### config.mk
export PLATFORM = sky130hd
export DESIGN_NAME = dm_arbiter_flat
export DESIGN_NICKNAME = d
export VERILOG_FILES = /design/src/rtl/dm_arbiter_if.sv /design/src/rtl/dm_arbiter.sv /design/src/flat_wrapper.sv
export SDC_FILE = /design/constraint.sdc
export NUM_CORES = 1
export LEC_CHECK = 0
export BUFFER_PORTS_ARGS = -buffer_cell sky130_fd_sc_hd__buf_2
export CORE_UTILIZATION = 43
export CTS_BUF_LIST = sky130_fd_sc_hd__clkbuf_16
export DETAILED_ROUTE_END_ITERATION = 10
export HOLD_SLACK_MARGIN = 0.03
export PLACE_DENSITY = 0.81
export SYNTH_ARGS = -nofsm -noshare
export SYNTH_HDL_FRONTEND = slang
export SYNTH_SLANG_ARGS = --single-unit
### constraint.sdc
create_clock -name clk -period 1.34 [get_ports clk]
set_input_delay 0.201 -clock clk [delete_from_list [all_inputs] [get_ports clk]]
set_output_delay 0.201 -clock clk [all_outputs]
set_load 0.01 [all_outputs]
### src/rtl/dm_arbiter_if.sv
// Data-memory bus bundle shared by the CPU datapath, the debug/loader port and the RAM.
// The arbiter takes the slave view; the environment (CPU, debug, RAM) takes the master view.
interface dm_arbiter_if #(
    parameter int ADDR_W = 11,
    parameter int DATA_W = 16
);
    logic [ADDR_W-1:0] cpu_addr;
    logic [DATA_W-1:0] cpu_wdata;
    logic              cpu_wr;
    logic              cpu_rd;
    logic [DATA_W-1:0] cpu_rdata;
    logic              cpu_stall;

    logic              dbg_req;
    logic              dbg_we;
    logic [ADDR_W-1:0] dbg_addr;
    logic [DATA_W-1:0] dbg_wdata;
    logic              dbg_gnt;
    logic [DATA_W-1:0] dbg_rdata;
    logic              dbg_rvalid;

    logic [ADDR_W-1:0] mem_addr;
    logic [DATA_W-1:0] mem_wdata;
    logic              mem_we;
    logic              mem_re;
    logic [DATA_W-1:0] mem_rdata;

    modport slave (
        input  cpu_addr, cpu_wdata, cpu_wr, cpu_rd,
        output cpu_rdata, cpu_stall,
        input  dbg_req, dbg_we, dbg_addr, dbg_wdata,
        output dbg_gnt, dbg_rdata, dbg_rvalid,
        output mem_addr, mem_wdata, mem_we, mem_re,
        input  mem_rdata
    );

    modport master (
        output cpu_addr, cpu_wdata, cpu_wr, cpu_rd,
        input  cpu_rdata, cpu_stall,
        output dbg_req, dbg_we, dbg_addr, dbg_wdata,
        input  dbg_gnt, dbg_rdata, dbg_rvalid,
        input  mem_addr, mem_wdata, mem_we, mem_re,
        output mem_rdata
    );
endinterface

### src/rtl/dm_arbiter.sv
// Shares the single-port sync-read data RAM between CPU datapath and debug port; grant is
// same-cycle, CPU read data next cycle, debug read data registered two cycles after grant.
// CPU has priority and is stalled only by a debug slot; DM_ARB_STARVE_GUARD_EN adds a forced
// debug slot after MAX_WAIT waiting cycles, otherwise debug only uses cycles the CPU leaves idle.
module dm_arbiter #(
    parameter int ADDR_W   = 11,
    parameter int DATA_W   = 16,
    parameter int MAX_WAIT = 8
) (
    input  logic            clk,
    input  logic            rst_n,
    dm_arbiter_if.slave     bus
);
    typedef enum logic [1:0] {SRC_NONE, SRC_CPU, SRC_DBG} rd_src_t;

    if (MAX_WAIT < 1 || MAX_WAIT > 15) begin : g_bad_max_wait
        $error("dm_arbiter: MAX_WAIT must be in 1..15");
    end

    logic              cpu_act;
    logic              dbg_gnt;
    logic              cpu_gnt;
    logic [ADDR_W-1:0] mem_addr;
    logic [DATA_W-1:0] mem_wdata;
    logic              mem_we;
    logic              mem_re;
    rd_src_t           rd_src;
    rd_src_t           rd_src_nxt;
    logic [DATA_W-1:0] cpu_hold;
    logic [DATA_W-1:0] dbg_rdata;
    logic              dbg_rvalid;

    assign cpu_act = bus.cpu_rd | bus.cpu_wr;

    // Grants are qualified with rst_n so nothing reaches the RAM while reset is held.
`ifdef DM_ARB_STARVE_GUARD_EN
    logic [3:0] wait_cnt;
    logic       force_slot;

    assign force_slot = (wait_cnt == 4'(MAX_WAIT));
    assign dbg_gnt    = rst_n & bus.dbg_req & (~cpu_act | force_slot);

    always_ff @(posedge clk or negedge rst_n) begin
        if (!rst_n) begin
            wait_cnt <= 4'd0;
        end else if (!bus.dbg_req || dbg_gnt) begin
            wait_cnt <= 4'd0;
        end else if (!force_slot) begin
            wait_cnt <= wait_cnt + 4'd1;
        end
    end
`else
    assign dbg_gnt = rst_n & bus.dbg_req & ~cpu_act;
`endif

    assign cpu_gnt = rst_n & cpu_act & ~dbg_gnt;

    always_comb begin
        mem_addr  = '0;
        mem_wdata = '0;
        mem_we    = 1'b0;
        mem_re    = 1'b0;
        if (dbg_gnt) begin
            mem_addr  = bus.dbg_addr;
            mem_wdata = bus.dbg_wdata;
            mem_we    = bus.dbg_we;
            mem_re    = ~bus.dbg_we;
        end else if (cpu_gnt) begin
            mem_addr  = bus.cpu_addr;
            mem_wdata = bus.cpu_wdata;
            mem_we    = bus.cpu_wr;
            mem_re    = ~bus.cpu_wr;
        end
    end

    // Read-return owner: state register, next-state and output processes.
    always_ff @(posedge clk or negedge rst_n) begin
        if (!rst_n) rd_src <= SRC_NONE;
        else        rd_src <= rd_src_nxt;
    end

    always_comb begin
        rd_src_nxt = SRC_NONE;
        if (dbg_gnt && !bus.dbg_we)     rd_src_nxt = SRC_DBG;
        else if (cpu_gnt && !bus.cpu_wr) rd_src_nxt = SRC_CPU;
    end

    always_ff @(posedge clk or negedge rst_n) begin
        if (!rst_n) begin
            cpu_hold   <= '0;
            dbg_rdata  <= '0;
            dbg_rvalid <= 1'b0;
        end else begin
            dbg_rvalid <= (rd_src == SRC_DBG);
            if (rd_src == SRC_CPU) cpu_hold  <= bus.mem_rdata;
            if (rd_src == SRC_DBG) dbg_rdata <= bus.mem_rdata;
        end
    end

    assign bus.cpu_rdata  = (rd_src == SRC_CPU) ? bus.mem_rdata : cpu_hold;
    assign bus.cpu_stall  = cpu_act & dbg_gnt;
    assign bus.dbg_gnt    = dbg_gnt;
    assign bus.dbg_rdata  = dbg_rdata;
    assign bus.dbg_rvalid = dbg_rvalid;
    assign bus.mem_addr   = mem_addr;
    assign bus.mem_wdata  = mem_wdata;
    assign bus.mem_we     = mem_we;
    assign bus.mem_re     = mem_re;
endmodule

### src/flat_wrapper.sv
// flat-port wrapper written by rule: the top's interface ports become plain ports
module dm_arbiter_flat 
#(
    parameter int ADDR_W   = 11,
    parameter int DATA_W   = 16,
    parameter int MAX_WAIT = 8
)
  (clk, rst_n, bus_cpu_addr, bus_cpu_wdata, bus_cpu_wr, bus_cpu_rd, bus_cpu_rdata, bus_cpu_stall, bus_dbg_req, bus_dbg_we, bus_dbg_addr, bus_dbg_wdata, bus_dbg_gnt, bus_dbg_rdata, bus_dbg_rvalid, bus_mem_addr, bus_mem_wdata, bus_mem_we, bus_mem_re, bus_mem_rdata);
  dm_arbiter_if #(.ADDR_W(ADDR_W), .DATA_W(DATA_W)) bus_i ();
  input  logic clk;
  input  logic rst_n;
  input wire logic [$bits(bus_i.cpu_addr)-1:0] bus_cpu_addr;
  input wire logic [$bits(bus_i.cpu_wdata)-1:0] bus_cpu_wdata;
  input wire logic [$bits(bus_i.cpu_wr)-1:0] bus_cpu_wr;
  input wire logic [$bits(bus_i.cpu_rd)-1:0] bus_cpu_rd;
  output wire logic [$bits(bus_i.cpu_rdata)-1:0] bus_cpu_rdata;
  output wire logic [$bits(bus_i.cpu_stall)-1:0] bus_cpu_stall;
  input wire logic [$bits(bus_i.dbg_req)-1:0] bus_dbg_req;
  input wire logic [$bits(bus_i.dbg_we)-1:0] bus_dbg_we;
  input wire logic [$bits(bus_i.dbg_addr)-1:0] bus_dbg_addr;
  input wire logic [$bits(bus_i.dbg_wdata)-1:0] bus_dbg_wdata;
  output wire logic [$bits(bus_i.dbg_gnt)-1:0] bus_dbg_gnt;
  output wire logic [$bits(bus_i.dbg_rdata)-1:0] bus_dbg_rdata;
  output wire logic [$bits(bus_i.dbg_rvalid)-1:0] bus_dbg_rvalid;
  output wire logic [$bits(bus_i.mem_addr)-1:0] bus_mem_addr;
  output wire logic [$bits(bus_i.mem_wdata)-1:0] bus_mem_wdata;
  output wire logic [$bits(bus_i.mem_we)-1:0] bus_mem_we;
  output wire logic [$bits(bus_i.mem_re)-1:0] bus_mem_re;
  input wire logic [$bits(bus_i.mem_rdata)-1:0] bus_mem_rdata;
  assign bus_i.cpu_addr = bus_cpu_addr;
  assign bus_i.cpu_wdata = bus_cpu_wdata;
  assign bus_i.cpu_wr = bus_cpu_wr;
  assign bus_i.cpu_rd = bus_cpu_rd;
  assign bus_cpu_rdata = bus_i.cpu_rdata;
  assign bus_cpu_stall = bus_i.cpu_stall;
  assign bus_i.dbg_req = bus_dbg_req;
  assign bus_i.dbg_we = bus_dbg_we;
  assign bus_i.dbg_addr = bus_dbg_addr;
  assign bus_i.dbg_wdata = bus_dbg_wdata;
  assign bus_dbg_gnt = bus_i.dbg_gnt;
  assign bus_dbg_rdata = bus_i.dbg_rdata;
  assign bus_dbg_rvalid = bus_i.dbg_rvalid;
  assign bus_mem_addr = bus_i.mem_addr;
  assign bus_mem_wdata = bus_i.mem_wdata;
  assign bus_mem_we = bus_i.mem_we;
  assign bus_mem_re = bus_i.mem_re;
  assign bus_i.mem_rdata = bus_mem_rdata;
  dm_arbiter #(.ADDR_W(ADDR_W), .DATA_W(DATA_W), .MAX_WAIT(MAX_WAIT)) u_core (.clk(clk), .rst_n(rst_n), .bus(bus_i));
endmodule
; ---- Word-level counts from Yosys, hierarchy flattened
; Cells that the tools add are included.
[classes]
n_eq_ne = 2
reduce_logical = 4
bitwise = 10
muxes = 11
[op_table]
columns = operator, count
row1 = two-way mux 16 bit, 3
row2 = two-way mux 11 bit, 2
row3 = bitwise AND 1 bit, 5
row4 = two-way mux 1 bit, 5
row5 = inverter 1 bit, 4
row6 = == test 2 x 1 -> 1 bit (second input constant), 1
row7 = == test 2 bit (second input constant), 1
row8 = logical AND 1 bit, 2
row9 = logical NOT 1 bit, 2
row10 = two-way mux 2 bit, 1
row11 = bitwise OR 1 bit, 1
[word_totals]
elab_cells = 31
out_inout_bits = 64
reg_bits = 35
in_bits = 76

; ---- Logic depth before layout (Yosys ltp)
[logic_depth]
depth_word = 8
ltp_mapped = 5
mapped_depth_nobuf = 2

; ---- Worst setup path before layout
; No wires, ideal clock.
[synth_path]
path_type = register -> output
start = register u_core.rd_src[0]
end = output port bus_cpu_rdata[10]
required_ns = 1.139
path_buffers = 2
arrival_time_ns = 1.064
stages_incl_launch_ff = 5
slack_ns = 0.075
cell_sequence = dfrtp_1 nor2b_2 buf_6 buf_12 mux2_4
[synth_between]
elab_chain_cells = 2
[synth_lines]
columns = element, line
row1 = start: declaration, dm_arbiter.sv:27  ; rd_src_t rd_src;
row2 = start signal: assignment, dm_arbiter.sv:79  ; else rd_src <= rd_src_nxt;
row3 = == test 2 x 1 -> 1 bit, dm_arbiter.sv:100  ; assign bus.cpu_rdata = (rd_src == SRC_CPU) ? bus.mem_rdata : cpu_hold;
row4 = two-way mux 16 bit, dm_arbiter.sv:100
row5 = end: declaration, flat_wrapper.sv:16  ; output wire logic [$bits(bus_i.cpu_rdata)-1:0] bus_cpu_rdata;
; No other way between the ends.

; ---- Worst setup path in the final report
[layout_path]
start = register u_core.rd_src[1]
end = output port bus_cpu_rdata[2]
; Same word-level chain as after synthesis.

==> run_results.csv <==
group,metric,value,unit
pwr,seqPwrFrac,35.5,%
placement,dpl_cell_area,2990,um2
placement,dpl.hpwl,4310,um
yosys,synth-edff-count,0,
yosys,synthSimpleGateAreaFrac,16.3,%
placement,gp_congestion,0.779,
clock_network,clockRootBuffer,"clkbuf_16",
sta,fin_setup_tns,-8.85,ns
critical_path,cp_top_family,"flip-flops",
sta,slew_viol_final,0,
final_layout,drive_gt1_share,60.9,%
sta,hold_violations,0,
pwr,leakage,1.70,nW
pwr,power_density,1140,nW/um2
clock_network,cts_buffers,5,
yosys,syn_avg_cell_area,11.8,um2
flow_run,max-cap-violations,0,
pwr,pwr-share-clk,28.5,%
critical_path,worstSetupEndpointType,"output pin",
yosys,syn_area,2190,um2
global_routing,grt_pass1_wl,9890,um
final_layout,area_growth,56.0,%
pwr,combPwrFrac,36.0,%
final_layout,final_cell_mix,"buf_2 (122), dfrtp_1 (35), nand4bb_1 (27)",
sta,fmax,564,MHz
sta,setup_viol,30,
status,status,"finished, violations left",
critical_path,reg2reg_depth,6,
sta,min_period_over_period,132,%
critical_path,path_cells,"nor2b_4 > buf_12 > buf_12 > mux2_4 > buf_6",
floorplan,initial_core_util,45.5,%
yosys,async_flop_share,100,%
critical_path,crit_slowest_cell,"dfrtp_1",
critical_path,slowest_delay,0.41,ns
global_routing,grt_use_met2,44.1,%
sta,clock_skew,0.00584,ns
yosys,synth_top_area_share,40.0,%
yosys,synth_fa_ha_area_share,0,%
route,drt_iter0_markers,91,
yosys,synth.distinct_cells,24,
global_routing,grt_pass1_vias,2044,
yosys,synthCells,185,
critical_path,cp.arrival,1.57,ns
pwr,p_switching,1.11,mW
clock_network,cts.reportedPaths.clkPinSlew,0.06,ns
placement,placed_cells,382,
global_routing,grt-busiest-layer,"met2",
yosys,ys_ff_latch,35,
clock_network,clockBufferDepth,2,
final_layout,layout_commonest_cell,"buf_2",
sta,worst_slack,-0.432,ns
status,violations,"setup timing",
critical_path,cpMostUsedCell,"buf_12",
yosys,synth_fp_nets,261,
route,drt.antenna.violating_nets,0,
yosys,synth_xor_area_share,0,%
yosys,synth_ff_type,"dfrtp_1",
yosys,yosys.area.top_type,"dfrtp_1",
critical_path,critical_path_buf_inv_count,3,
yosys,synth_compound_area_share,16.0,%
route,viasPerCell,5.14,
yosys,yosys-top-cells-area,"dfrtp_1 (40%), nand4bb_1 (14%), mux2_4 (13%)",
global_routing,track_usage,24.3,%
route,drc,0,
global_routing,grt_remaining_overflow,0,
final_layout,finalNetCount,410,
floorplan,rows,25,
hold_path,hold_path.class,"primary input to asynchronous set/reset pin",
floorplan,die_h,73.4,um
critical_path,path_depth,5,
global_routing,met3_usage,6.31,%
clock_network,h-tree-depth,2,
sta,grt_setup_unrepaired,"true",
clock_network,clock_latency,0.28,ns
placement,io_buffers,138,
critical_path,required,1.14,ns
global_routing,grt_start_max_net_pins,31,
final_layout,diodes,0,
floorplan,core_area,4820,um2
route,via_count,2068,
clock_network,clkSinkCount,35,
sta,period_minus_slack,1.77,ns
route,routedWlPerCell,15.9,um
yosys,synth_top_family_by_area,"multiplexers",
global_routing,grt_antenna_before_repair,0,
yosys,yosysSeqAreaShare,40.0,%
route,drt-total-wl,6390,um
global_routing,gr-usage-met1,28.4,%
pwr,switching_share,28.4,%
clock_network,cts_tree,"built",
yosys,synthMuxAreaShare,19.7,%
final_layout,stdcell_area,3420,um2
floorplan,die-area,5380,um2
critical_path,critPathMaxFanout,6,
pwr,power,3.89,mW
route,first_pass_iters,4,
critical_path,critPathLaunchType,"flip-flop",
yosys,ys_warn_count,0,
final_layout,final_cells,402,
pwr,peakVddDrop,0.790,mV
critical_path,crit_type,"flip-flop to output pin",
pwr,power.internal,2.78,mW
floorplan,pin_count,140,
floorplan,die_x,73.4,um
critical_path,r2r_setup_slack,-0.12,ns
==> metal layers <==
layer	vias to the layer above	part of all wire [%]
met5	-	0
met1	983	41
met4	0	0.99
met2	100	51
met3	6	7.5
li1	979	-
==> final timing paths <==
check                                    startpoint                        to
max                                u_core.rd_src[1]          bus_cpu_rdata[2]
min                                           rst_n  u_core.bus.dbg_rdata[14]
max reg2reg                        u_core.rd_src[1]        u_core.cpu_hold[7]
min reg2reg                u_core.bus.dbg_rdata[12]  u_core.bus.dbg_rdata[12]
max in group asynchronous                     rst_n        u_core.cpu_hold[0]
min in group clk                   bus_mem_rdata[4]   u_core.bus.dbg_rdata[4]
==> layout make-up <==
| type | count | area, um2 |
|---|---|---|
| fill | 332 | 1400 |
| inverter | 2 | 7.51 |
| timing repair buffer | 165 | 1140 |
| clock buffer | 5 | 125 |
| clock inverter | 3 | 16.3 |
| sequential | 35 | 876 |
| multi-input combinational | 125 | 1170 |
| tap | 67 | 83.8 |
==> stage by stage <==
stage | setup slack, ns | hold WS, ns | util, %
2_1_floorplan | 0.0746 | -0.0946 | -
3_3_place_gp | -0.0502 | 0.264 | 62.1
3_5_place_dp | -0.104 | 0.261 | 62.1
4_1_cts | -0.407 | 0.0661 | 70.6
5_1_grt | -0.469 | 0.0808 | 70.9
6_report | -0.432 | 0.0326 | 70.9
==> sequential cells by signal, summed over array words and instances, names as in the netlist <==
register               count
u_core.rd_src              2
u_core.bus.dbg_rdata      16
u_core.bus.dbg_rvalid      1
u_core.cpu_hold           16
==> cell families (layout without fill, tap and decap cells) <==
| logic type | Yosys count | in the layout |
|---|---|---|
| DFF | 35 | 35 |
| other | 1 | 1 |
| AOI/OAI and AO/OA | 56 | 56 |
| buffers and inverters | 25 | 175 |
| muxes | 32 | 32 |
| and+or+nand+nor | 36 | 36 |
==> synthesized netlist by cell type (3+ instances only) <==
master     instances
clkbuf_1           9
dfrtp_1           35
buf_6              4
buf_2              4
a21boi_0          13
nand2b_1           3
nand4bb_1         27
mux2_2            13
a21boi_1          14
mux2_4            19
o21ai_0           25
==> repair_timing <==
item,4_1_cts,5_1_grt
hold buffers,1,1
endpoints found under the setup margin,17,33
gates resized for setup,31,6
pin swaps,0,1
gates cloned,1,0
setup buffers,8,3
hold endpoints to repair,9,9
==> worst register-to-register path: stages, from the launching register on <==
cell     delay (ns)
dfrtp_1        0.41
nor2b_4        0.18
buf_12         0.13
buf_8          0.11
mux2_4         0.32
buf_6          0.12
buf_6          0.10
==> power groups by stage <==
stage / registers (mW) / logic (mW) / clock network (mW)
detailed placement: 1.38 / 1.10 / 0
global placement: 1.36 / 1.07 / 0
floorplan: 1.42 / 0.555 / 0
finish: 1.38 / 1.40 / 1.11
global route: 1.40 / 1.50 / 1.17
CTS: 1.37 / 1.35 / 1.11
Power figures use the tool's default switching activity.
